### config.mk
export PLATFORM = sky130hd
export DESIGN_NAME = pwm_duty_capture
export DESIGN_NICKNAME = d
export VERILOG_FILES = /design/src/rtl/pwm_duty_capture.sv
export SDC_FILE = /design/constraint.sdc
export NUM_CORES = 1
export LEC_CHECK = 0
export BUFFER_PORTS_ARGS = -buffer_cell sky130_fd_sc_hd__buf_2
export CORE_MARGIN = 1.5
export CORE_UTILIZATION = 31
export DETAILED_ROUTE_END_ITERATION = 8
export GPL_ROUTABILITY_DRIVEN = 0
export GPL_TIMING_DRIVEN = 0
export PLACE_DENSITY = 0.47
export SYNTH_ARGS = -nofsm -noshare
export SYNTH_HDL_FRONTEND = slang
export SYNTH_SLANG_ARGS = --single-unit
### constraint.sdc
create_clock -name clk -period 11.65 [get_ports clk]
set_input_delay 1.7475 -clock clk [delete_from_list [all_inputs] [get_ports clk]]
set_output_delay 1.7475 -clock clk [all_outputs]
set_load 0.02 [all_outputs]
### src/rtl/pwm_duty_capture.sv
// PWM input capture: measures period and high time of a synchronized input and
// reports duty on a 0..1023 scale using a one-bit-per-cycle restoring divider.
module pwm_duty_capture #(
    parameter int CNT_W   = 32,
    parameter int TIMEOUT = 10000
) (
    input  logic             clk,
    input  logic             reset,
    input  logic             pwm_in,
    output logic [9:0]       duty,
    output logic [CNT_W-1:0] period,
    output logic             duty_valid,
    output logic             stuck,
    output logic             busy
);
    localparam logic [CNT_W-1:0] TO_C  = CNT_W'(TIMEOUT);
    localparam logic [CNT_W-1:0] ONE_C = {{(CNT_W-1){1'b0}}, 1'b1};

    typedef enum logic [1:0] {
        ST_IDLE = 2'd0,
        ST_LOAD = 2'd1,
        ST_DIV  = 2'd2,
        ST_DONE = 2'd3
    } state_e;

    logic             sync1_q, sync2_q, prev_q;
    logic [CNT_W-1:0] per_cnt_q, per_cnt_d;
    logic [CNT_W-1:0] hi_cnt_q, hi_cnt_d;
    logic [CNT_W-1:0] hi_lat_q, hi_lat_d;
    logic [CNT_W-1:0] idle_cnt_q, idle_cnt_d;
    logic [CNT_W-1:0] cap_p_q, cap_p_d;
    logic [CNT_W-1:0] cap_h_q, cap_h_d;
    logic [CNT_W:0]   rem_q, rem_d;
    logic [9:0]       quo_q, quo_d;
    logic             sat_q, sat_d;
    logic [3:0]       bit_idx_q, bit_idx_d;
    logic             armed_q, armed_d;
    logic             stuck_q, stuck_d;
    logic [9:0]       duty_q, duty_d;
    logic [CNT_W-1:0] period_q, period_d;
    logic             duty_valid_q, duty_valid_d;
    logic             busy_q, busy_d;
    state_e           state_q, state_d;

    logic             rise_s, fall_s, edge_s, timeout_s, ge_s;
    logic [CNT_W:0]   rem_sh_s;
    logic [9:0]       quo_new_s;

    assign rise_s    = sync2_q & ~prev_q;
    assign fall_s    = ~sync2_q & prev_q;
    assign edge_s    = rise_s | fall_s;
    // Stuck fires once per quiet stretch; an edge in the same cycle takes precedence.
    assign timeout_s = (idle_cnt_q == TO_C) && !edge_s && !stuck_q;

    assign duty       = duty_q;
    assign period     = period_q;
    assign duty_valid = duty_valid_q;
    assign stuck      = stuck_q;
    assign busy       = busy_q;

    // One restoring-division step; quotient bits shift in MSB first.
    always_comb begin
        rem_sh_s  = rem_q << 1'b1;
        ge_s      = (rem_sh_s >= {1'b0, cap_p_q});
        quo_new_s = {quo_q[8:0], ge_s};
    end

    // Period, high-time and edge-idle counters.
    always_comb begin
        per_cnt_d  = per_cnt_q;
        hi_cnt_d   = hi_cnt_q;
        hi_lat_d   = hi_lat_q;
        idle_cnt_d = idle_cnt_q;
        if (rise_s) begin
            per_cnt_d = ONE_C;
        end else if (per_cnt_q != TO_C) begin
            per_cnt_d = per_cnt_q + ONE_C;
        end else begin
            per_cnt_d = per_cnt_q;
        end
        if (rise_s) begin
            hi_cnt_d = ONE_C;
        end else if (sync2_q && (hi_cnt_q != TO_C)) begin
            hi_cnt_d = hi_cnt_q + ONE_C;
        end else begin
            hi_cnt_d = hi_cnt_q;
        end
        if (fall_s && armed_q) begin
            hi_lat_d = hi_cnt_q;
        end else begin
            hi_lat_d = hi_lat_q;
        end
        if (edge_s) begin
            idle_cnt_d = ONE_C;
        end else if (idle_cnt_q != TO_C) begin
            idle_cnt_d = idle_cnt_q + ONE_C;
        end else begin
            idle_cnt_d = idle_cnt_q;
        end
    end

    // Divider FSM, arming, measurement close and stuck handling.
    always_comb begin
        state_d      = state_q;
        rem_d        = rem_q;
        quo_d        = quo_q;
        sat_d        = sat_q;
        bit_idx_d    = bit_idx_q;
        cap_p_d      = cap_p_q;
        cap_h_d      = cap_h_q;
        armed_d      = armed_q;
        stuck_d      = stuck_q;
        duty_d       = duty_q;
        period_d     = period_q;
        duty_valid_d = 1'b0;

        case (state_q)
            ST_IDLE: begin
                state_d = ST_IDLE;
            end
            ST_LOAD: begin
                rem_d     = {1'b0, cap_h_q};
                sat_d     = (cap_h_q >= cap_p_q);
                quo_d     = 10'd0;
                bit_idx_d = 4'd9;
                state_d   = ST_DIV;
            end
            ST_DIV: begin
                if (ge_s) begin
                    rem_d = rem_sh_s - {1'b0, cap_p_q};
                end else begin
                    rem_d = rem_sh_s;
                end
                quo_d = quo_new_s;
                if (bit_idx_q == 4'd0) begin
                    duty_d       = sat_q ? 10'd1023 : quo_new_s;
                    period_d     = cap_p_q;
                    duty_valid_d = 1'b1;
                    state_d      = ST_DONE;
                end else begin
                    bit_idx_d = bit_idx_q - 4'd1;
                end
            end
            ST_DONE: begin
                state_d = ST_IDLE;
            end
            default: begin
                state_d = ST_IDLE;
            end
        endcase

        if (rise_s) begin
            if (!armed_q) begin
                armed_d = 1'b1;
            end else if (state_q == ST_IDLE) begin
                cap_p_d = per_cnt_q;
                cap_h_d = hi_lat_q;
                state_d = ST_LOAD;
            end else begin
                armed_d = armed_q;
            end
        end else begin
            armed_d = armed_d;
        end

        if (edge_s) begin
            stuck_d = 1'b0;
        end else begin
            stuck_d = stuck_q;
        end

        // A timeout overrides any in-flight division, including its final step.
        if (timeout_s) begin
            stuck_d      = 1'b1;
            period_d     = {CNT_W{1'b0}};
            duty_d       = sync2_q ? 10'd1023 : 10'd0;
            duty_valid_d = 1'b1;
            armed_d      = 1'b0;
            state_d      = ST_IDLE;
        end else begin
            stuck_d = stuck_d;
        end

        busy_d = (state_d != ST_IDLE);
    end

    // State and output registers.
    always_ff @(posedge clk or posedge reset) begin
        if (reset) begin
            sync1_q      <= 1'b0;
            sync2_q      <= 1'b0;
            prev_q       <= 1'b0;
            per_cnt_q    <= {CNT_W{1'b0}};
            hi_cnt_q     <= {CNT_W{1'b0}};
            hi_lat_q     <= {CNT_W{1'b0}};
            idle_cnt_q   <= {CNT_W{1'b0}};
            cap_p_q      <= {CNT_W{1'b0}};
            cap_h_q      <= {CNT_W{1'b0}};
            rem_q        <= {(CNT_W+1){1'b0}};
            quo_q        <= 10'd0;
            sat_q        <= 1'b0;
            bit_idx_q    <= 4'd0;
            armed_q      <= 1'b0;
            stuck_q      <= 1'b0;
            duty_q       <= 10'd0;
            period_q     <= {CNT_W{1'b0}};
            duty_valid_q <= 1'b0;
            busy_q       <= 1'b0;
            state_q      <= ST_IDLE;
        end else begin
            sync1_q      <= pwm_in;
            sync2_q      <= sync1_q;
            prev_q       <= sync2_q;
            per_cnt_q    <= per_cnt_d;
            hi_cnt_q     <= hi_cnt_d;
            hi_lat_q     <= hi_lat_d;
            idle_cnt_q   <= idle_cnt_d;
            cap_p_q      <= cap_p_d;
            cap_h_q      <= cap_h_d;
            rem_q        <= rem_d;
            quo_q        <= quo_d;
            sat_q        <= sat_d;
            bit_idx_q    <= bit_idx_d;
            armed_q      <= armed_d;
            stuck_q      <= stuck_d;
            duty_q       <= duty_d;
            period_q     <= period_d;
            duty_valid_q <= duty_valid_d;
            busy_q       <= busy_d;
            state_q      <= state_d;
        end
    end
endmodule

* Yosys cells after proc, flatten, opt, wreduce, memory -nomap -nowiden
Index checks and enable logic that the tools add are counted. Widths: inputs -> output; s select.
Word-level totals: register bits after elaboration 289, bits of input ports 3, word-level logic and storage cells 93
Operators by class: add/subtract/negate cells 5, magnitude comparators 2, eq/ne operators 8, mux-type cells 32, bitwise gates (word level) 5, reductions and logical operators 21
Operator list (number):
- $mux 32 | 10
- $add 32x1->32 const B | 3
- $ne 32x14->1 const B | 3
- $pmux 32 s2 | 1
- $mux 10 | 5
- $ge 33x32->1 | 1
- $eq 32x14->1 const B | 1
- $ge 32x32->1 | 1
- $sub 32x32->32 | 1
- $pmux 9 s2 | 1
- $reduce_bool 2->1 | 9
- $mux 2 | 5
- $pmux 4 s2 | 1
- $mux 1 | 7
- $pmux 2 s3 | 1
- $eq 2x2->1 const B | 2
- $logic_and 1x1->1 | 4
- $logic_not 4->1 | 1
- $mux 4 | 1
- $reduce_and 2->1 | 2
- $sub 4x1->4 const B | 1
- $reduce_and 3->1 | 1
- $and 1x1->1 | 2
- $eq 2x1->1 const B | 1
- 6 further kinds | 8

* Longest topological paths before layout
depth in word-level cells 8, gate-level depth with buffers 14

* Worst setup path after synthesis
No wires, ideal clock.
path type register to register, from register cap_p_q[10], to register rem_q[11], data arrival time 2668 ps, required time 11524 ps, path slack 8856 ps, cell stages (with the launch flop) 15, path buffers 3, period minus slack after synthesis 2794 ps, cell sequence dfrtp_1 -> inv_1 -> ha_1 -> buf_2 -> and4_1 -> nand3_1 -> a21o_1 -> a31oi_1 -> a31oi_1 -> o221ai_1 -> buf_4 -> buf_4 -> mux2i_1 -> nor2_1 -> a221o_1
Between the ends: cells in the longest elaborated chain, start to end 3
RTL lines:
- start, declared | RTL line 31 | logic [CNT_W-1:0] cap_p_q, cap_p_d;
- start signal, assigned | RTL line 197 | cap_p_q <= {CNT_W{1'b0}};
- start signal, assigned | RTL line 218 | cap_p_q <= cap_p_d;
- $sub 32x32->32 or $ge 33x32->1 (tied branches) | RTL line 130, 64
- $mux 32 * | RTL line 129 | if (ge_s) begin
- $pmux 32 s2 * | RTL line 117 | case (state_q)
- end signal, assigned | RTL line 199 | rem_q <= {(CNT_W+1){1'b0}};
- end signal, assigned | RTL line 220 | rem_q <= rem_d;
- end, declared | RTL line 33 | logic [CNT_W:0] rem_q, rem_d;
Every way passes the cells marked *; elsewhere a longest branch is shown, timed or not. A chain may end at the register's enable or synchronous reset.

* Worst setup path in the final report
from register cap_p_q[7], to register rem_q[11]
Same word-level chain as after synthesis.

==> out/summary.txt <==
Post-CTS Hold Buffers = 0
Ports = 48
Cells after DPL = 2156
Tcrit/Tclk final = 29.6%
mapped cell area = 0.0151 sq mm
Synth Flop Type = dfrtp_1
largest net degree at the start of global routing = 113
Int Pwr = 0.00232 W
worst-path fanout max = 10
worst path bufs/invs = 4
setup violators final = 0
Worst-Skew Late Latency = 540 ps
Iter 0 DRT Violations = 640
endpoint type of the worst setup path = register
Comb pwr share = 39.6%
worst hold-check path type = reg2reg
clk_skew = 17.5 ps
Yosys reg bits = 289
maxcap violations = 0
Mapped Nets = 1573
Switching Fraction = 38.8%
Max Slew Vio Count = 0
post-CTS sizing = 0
WL/cell = 18.7 um
Placeable Area = 0.0478 sq mm
grt ovf = 0
dpl cell area = 0.0161 sq mm
Final Net Count = 1659
register area share after synthesis = 48.0%
Pwr per Cell Area = 220 mW/mm^2
Filler cells = 4871
Cell variety after synth = 62
CTS root buf = clkbuf_16
clk buf depth = 3
CTS tree = yes
Sink Count = 289
Finished Layout Cells = 2215
Final min period = 3440 ps
Design Power = 0.00379 W
clk slew on worst S/H paths = 60 ps
post-CTS setup buffers = 0
# DRC = 0
post-route cell area = 0.0172 sq mm
CP Depth = 14
die extent in x = 223 um
critical path's top delay family = compound AO/OA/AOI/OAI gates
R2R Path Start = cap_p_q[7]
Setup crit start = cap_p_q[7]
LEAKAGE = 7.97 nW
Clock Power Share = 27.9%
Die Span Y = 223 um
worst rel slew slack = 33.6%
global-route wire length before repair = 66600 um
Final ANT Viol Nets = 0
hpwl dp = 30900 um
GRT Overall Usage = 17.1%
share of cells above drive strength 1 = 12.5%
area of the die = 0.0499 sq mm
# rows = 80
status = finished, final reports clean
delay of the slowest critical-path stage = 410 ps
FFs w/ async S/R, synth = 100%
H-tree lvl count = 2
port bufs = 47
register share of total power = 32.6%
Post-Synthesis Cells = 1492
cells on worst reg2reg path = 14
Num CTS Buffers = 35
Critical Path Sink = rem_q[11]
final hold violations = 0
EDFF count, synth = 0
Setup TNS = 0 ps
ant diodes = 0
drt via density = 5.11
switching power total = 0.00147 W
Area growth, synth to finish = 14.4%
slowest CP cell = dfrtp_1
Reg-to-Reg End = rem_q[11]
Max IR drop VDD = 98.1 uV
Critical Path RT = 12070 ps
Cell Chain, Critical Path = inv_1 > ha_1 > buf_2 > and3_1 > nand3_1 > a21o_1 > a31oi_1 > a31oi_1 > o221ai_1 > buf_4 > buf_4 > mux2i_1 > nor2_1 > a221o_1
CP arrival = 3860 ps
RSZ-0062 raised after global routing = no
reg2reg setup slack = 8210 ps
CP Launch Type = register
Tightest Pin Transition = 982 ps
Avg Cell Area, Syn = 10.1 sq um
Initial Util = 31.5%
final WL = 41400 um
Pre-antenna DRT Iters = 5
Yosys warnings = 0
initial antenna violation count = 0
number of global-route vias before repair = 11513
via count = 11323
CP Class = reg2reg
Peak Freq = 290 MHz
-- flip-flops by register name (all words and copies together) (netlist names), 2 cells and up --
name / flops
rem_q: 32
state_q: 2
period: 32
quo_q: 9
hi_cnt_q: 32
cap_p_q: 32
bit_idx_q: 4
cap_h_q: 32
per_cnt_q: 32
duty: 10
idle_cnt_q: 32
hi_lat_q: 32
-- cell families after synthesis --
family | share of synthesized area (%)
DFF | 48.0
buffers and inverters | 3.14
muxes | 8.10
AOI/OAI and AO/OA | 12.3
xor gates and xnor gates | 6.10
and+or+nand+nor | 15.9
adders and majority gates | 6.53
-- synth_stat cells, types with 9 or more instances --
| library cell | number | area, sq um |
|---|---|---|
| nand4_1 | 29 | 181 |
| nand2_1 | 167 | 627 |
| o221ai_1 | 12 | 105 |
| nand3_1 | 48 | 240 |
| nor4b_1 | 12 | 105 |
| and2_1 | 26 | 163 |
| nor2_1 | 106 | 398 |
| mux2_2 | 88 | 991 |
| mux2i_1 | 23 | 230 |
| nand2b_1 | 11 | 68.8 |
| a21oi_1 | 92 | 460 |
| clkbuf_1 | 51 | 191 |
| nor3_1 | 20 | 100 |
| a221o_1 | 9 | 90.1 |
| and3_1 | 18 | 113 |
| o21ai_0 | 64 | 320 |
| inv_1 | 58 | 218 |
| o21ai_1 | 10 | 50.1 |
| a21o_1 | 25 | 188 |
| dfrtp_1 | 289 | 7230 |
| nor4_1 | 10 | 62.6 |
| xor2_1 | 55 | 482 |
| xnor2_1 | 50 | 438 |
| or3_1 | 28 | 175 |
| ha_1 | 77 | 963 |
| a31oi_1 | 12 | 75.1 |
-- final cells by class --
cell class	instances	area, sq um	share of cell area [%]
Tap cell	615	769	4.47
Inverter	60	233	1.35
Timing Repair Buffer	49	290	1.68
Clock inverter	9	85.1	0.494
Sequential cell	289	7230	42.0
Buffer	61	248	1.44
Multi-Input combinational cell	1082	7370	42.8
Clock buffer	50	1000	5.83
-- power by group through the flow --
| stage | clock (W) | combinational, W | sequential, W |
|---|---|---|---|
| 6_report | 0.00106 | 0.00150 | 0.00123 |
| 5_1_grt | 0.00113 | 0.00167 | 0.00125 |
| 3_3_place_gp | 0 | 0.00149 | 0.00125 |
| 3_5_place_dp | 0 | 0.00150 | 0.00125 |
| 2_1_floorplan | 0 | 0.00107 | 0.00124 |
| 4_1_cts | 0.00110 | 0.00150 | 0.00123 |
-- worst min path at each step --
stage          cells after the start    start  slack [ps]       to
6_report                           0  sync1_q         370  sync2_q
3_3_place_gp                       0  sync1_q         330  sync2_q
4_1_cts                            0  sync1_q         370  sync2_q
5_1_grt                            0  sync1_q         380  sync2_q
3_5_place_dp                       0  sync1_q         350  sync2_q
2_1_floorplan                      0  sync1_q         330  sync2_q
-- through the flow --
step           worst slack [ps]  hold WS (ps)  util [%]
2_1_floorplan              1930           331         -
3_3_place_gp              -1800           334      33.6
3_5_place_dp               8240           347      33.7
4_1_cts                    8200           374      36.0
5_1_grt                    7970           376      36.0
6_report                   8210           369      36.0
-- cells in the final DEF, fill, tap and decap left out, drive strengths merged, types with 9 or more instances in the layout --
| cell | instances |
|---|---|
| nand4 | 29 |
| clkinv | 9 |
| nor3 | 20 |
| nor4b | 12 |
| mux2 | 88 |
| a31oi | 13 |
| a221o | 9 |
| clkbuf | 101 |
| buf | 59 |
| o221ai | 12 |
| nor4 | 11 |
| nor2 | 106 |
| or3 | 28 |
| ha | 77 |
| inv | 59 |
| nand2 | 167 |
| a21oi | 94 |
| a21o | 25 |
| and3 | 18 |
| mux2i | 23 |
| nand3 | 48 |
| dfrtp | 289 |
| nand2b | 11 |
| and2 | 26 |
| o21ai | 75 |
| xor2 | 55 |
| xnor2 | 50 |
-- routing by layer --
layer / share of wire (%) / track usage, % / routed length (um)
met5: 0 / 0 / 0
met4: 3.2 / 6.69 / 1320
met3: 3.2 / 2.16 / 1320
met2: 45 / 27.0 / 18700
met1: 48 / 23.7 / 20000
Note: power is estimated with default switching activity, not from simulation.
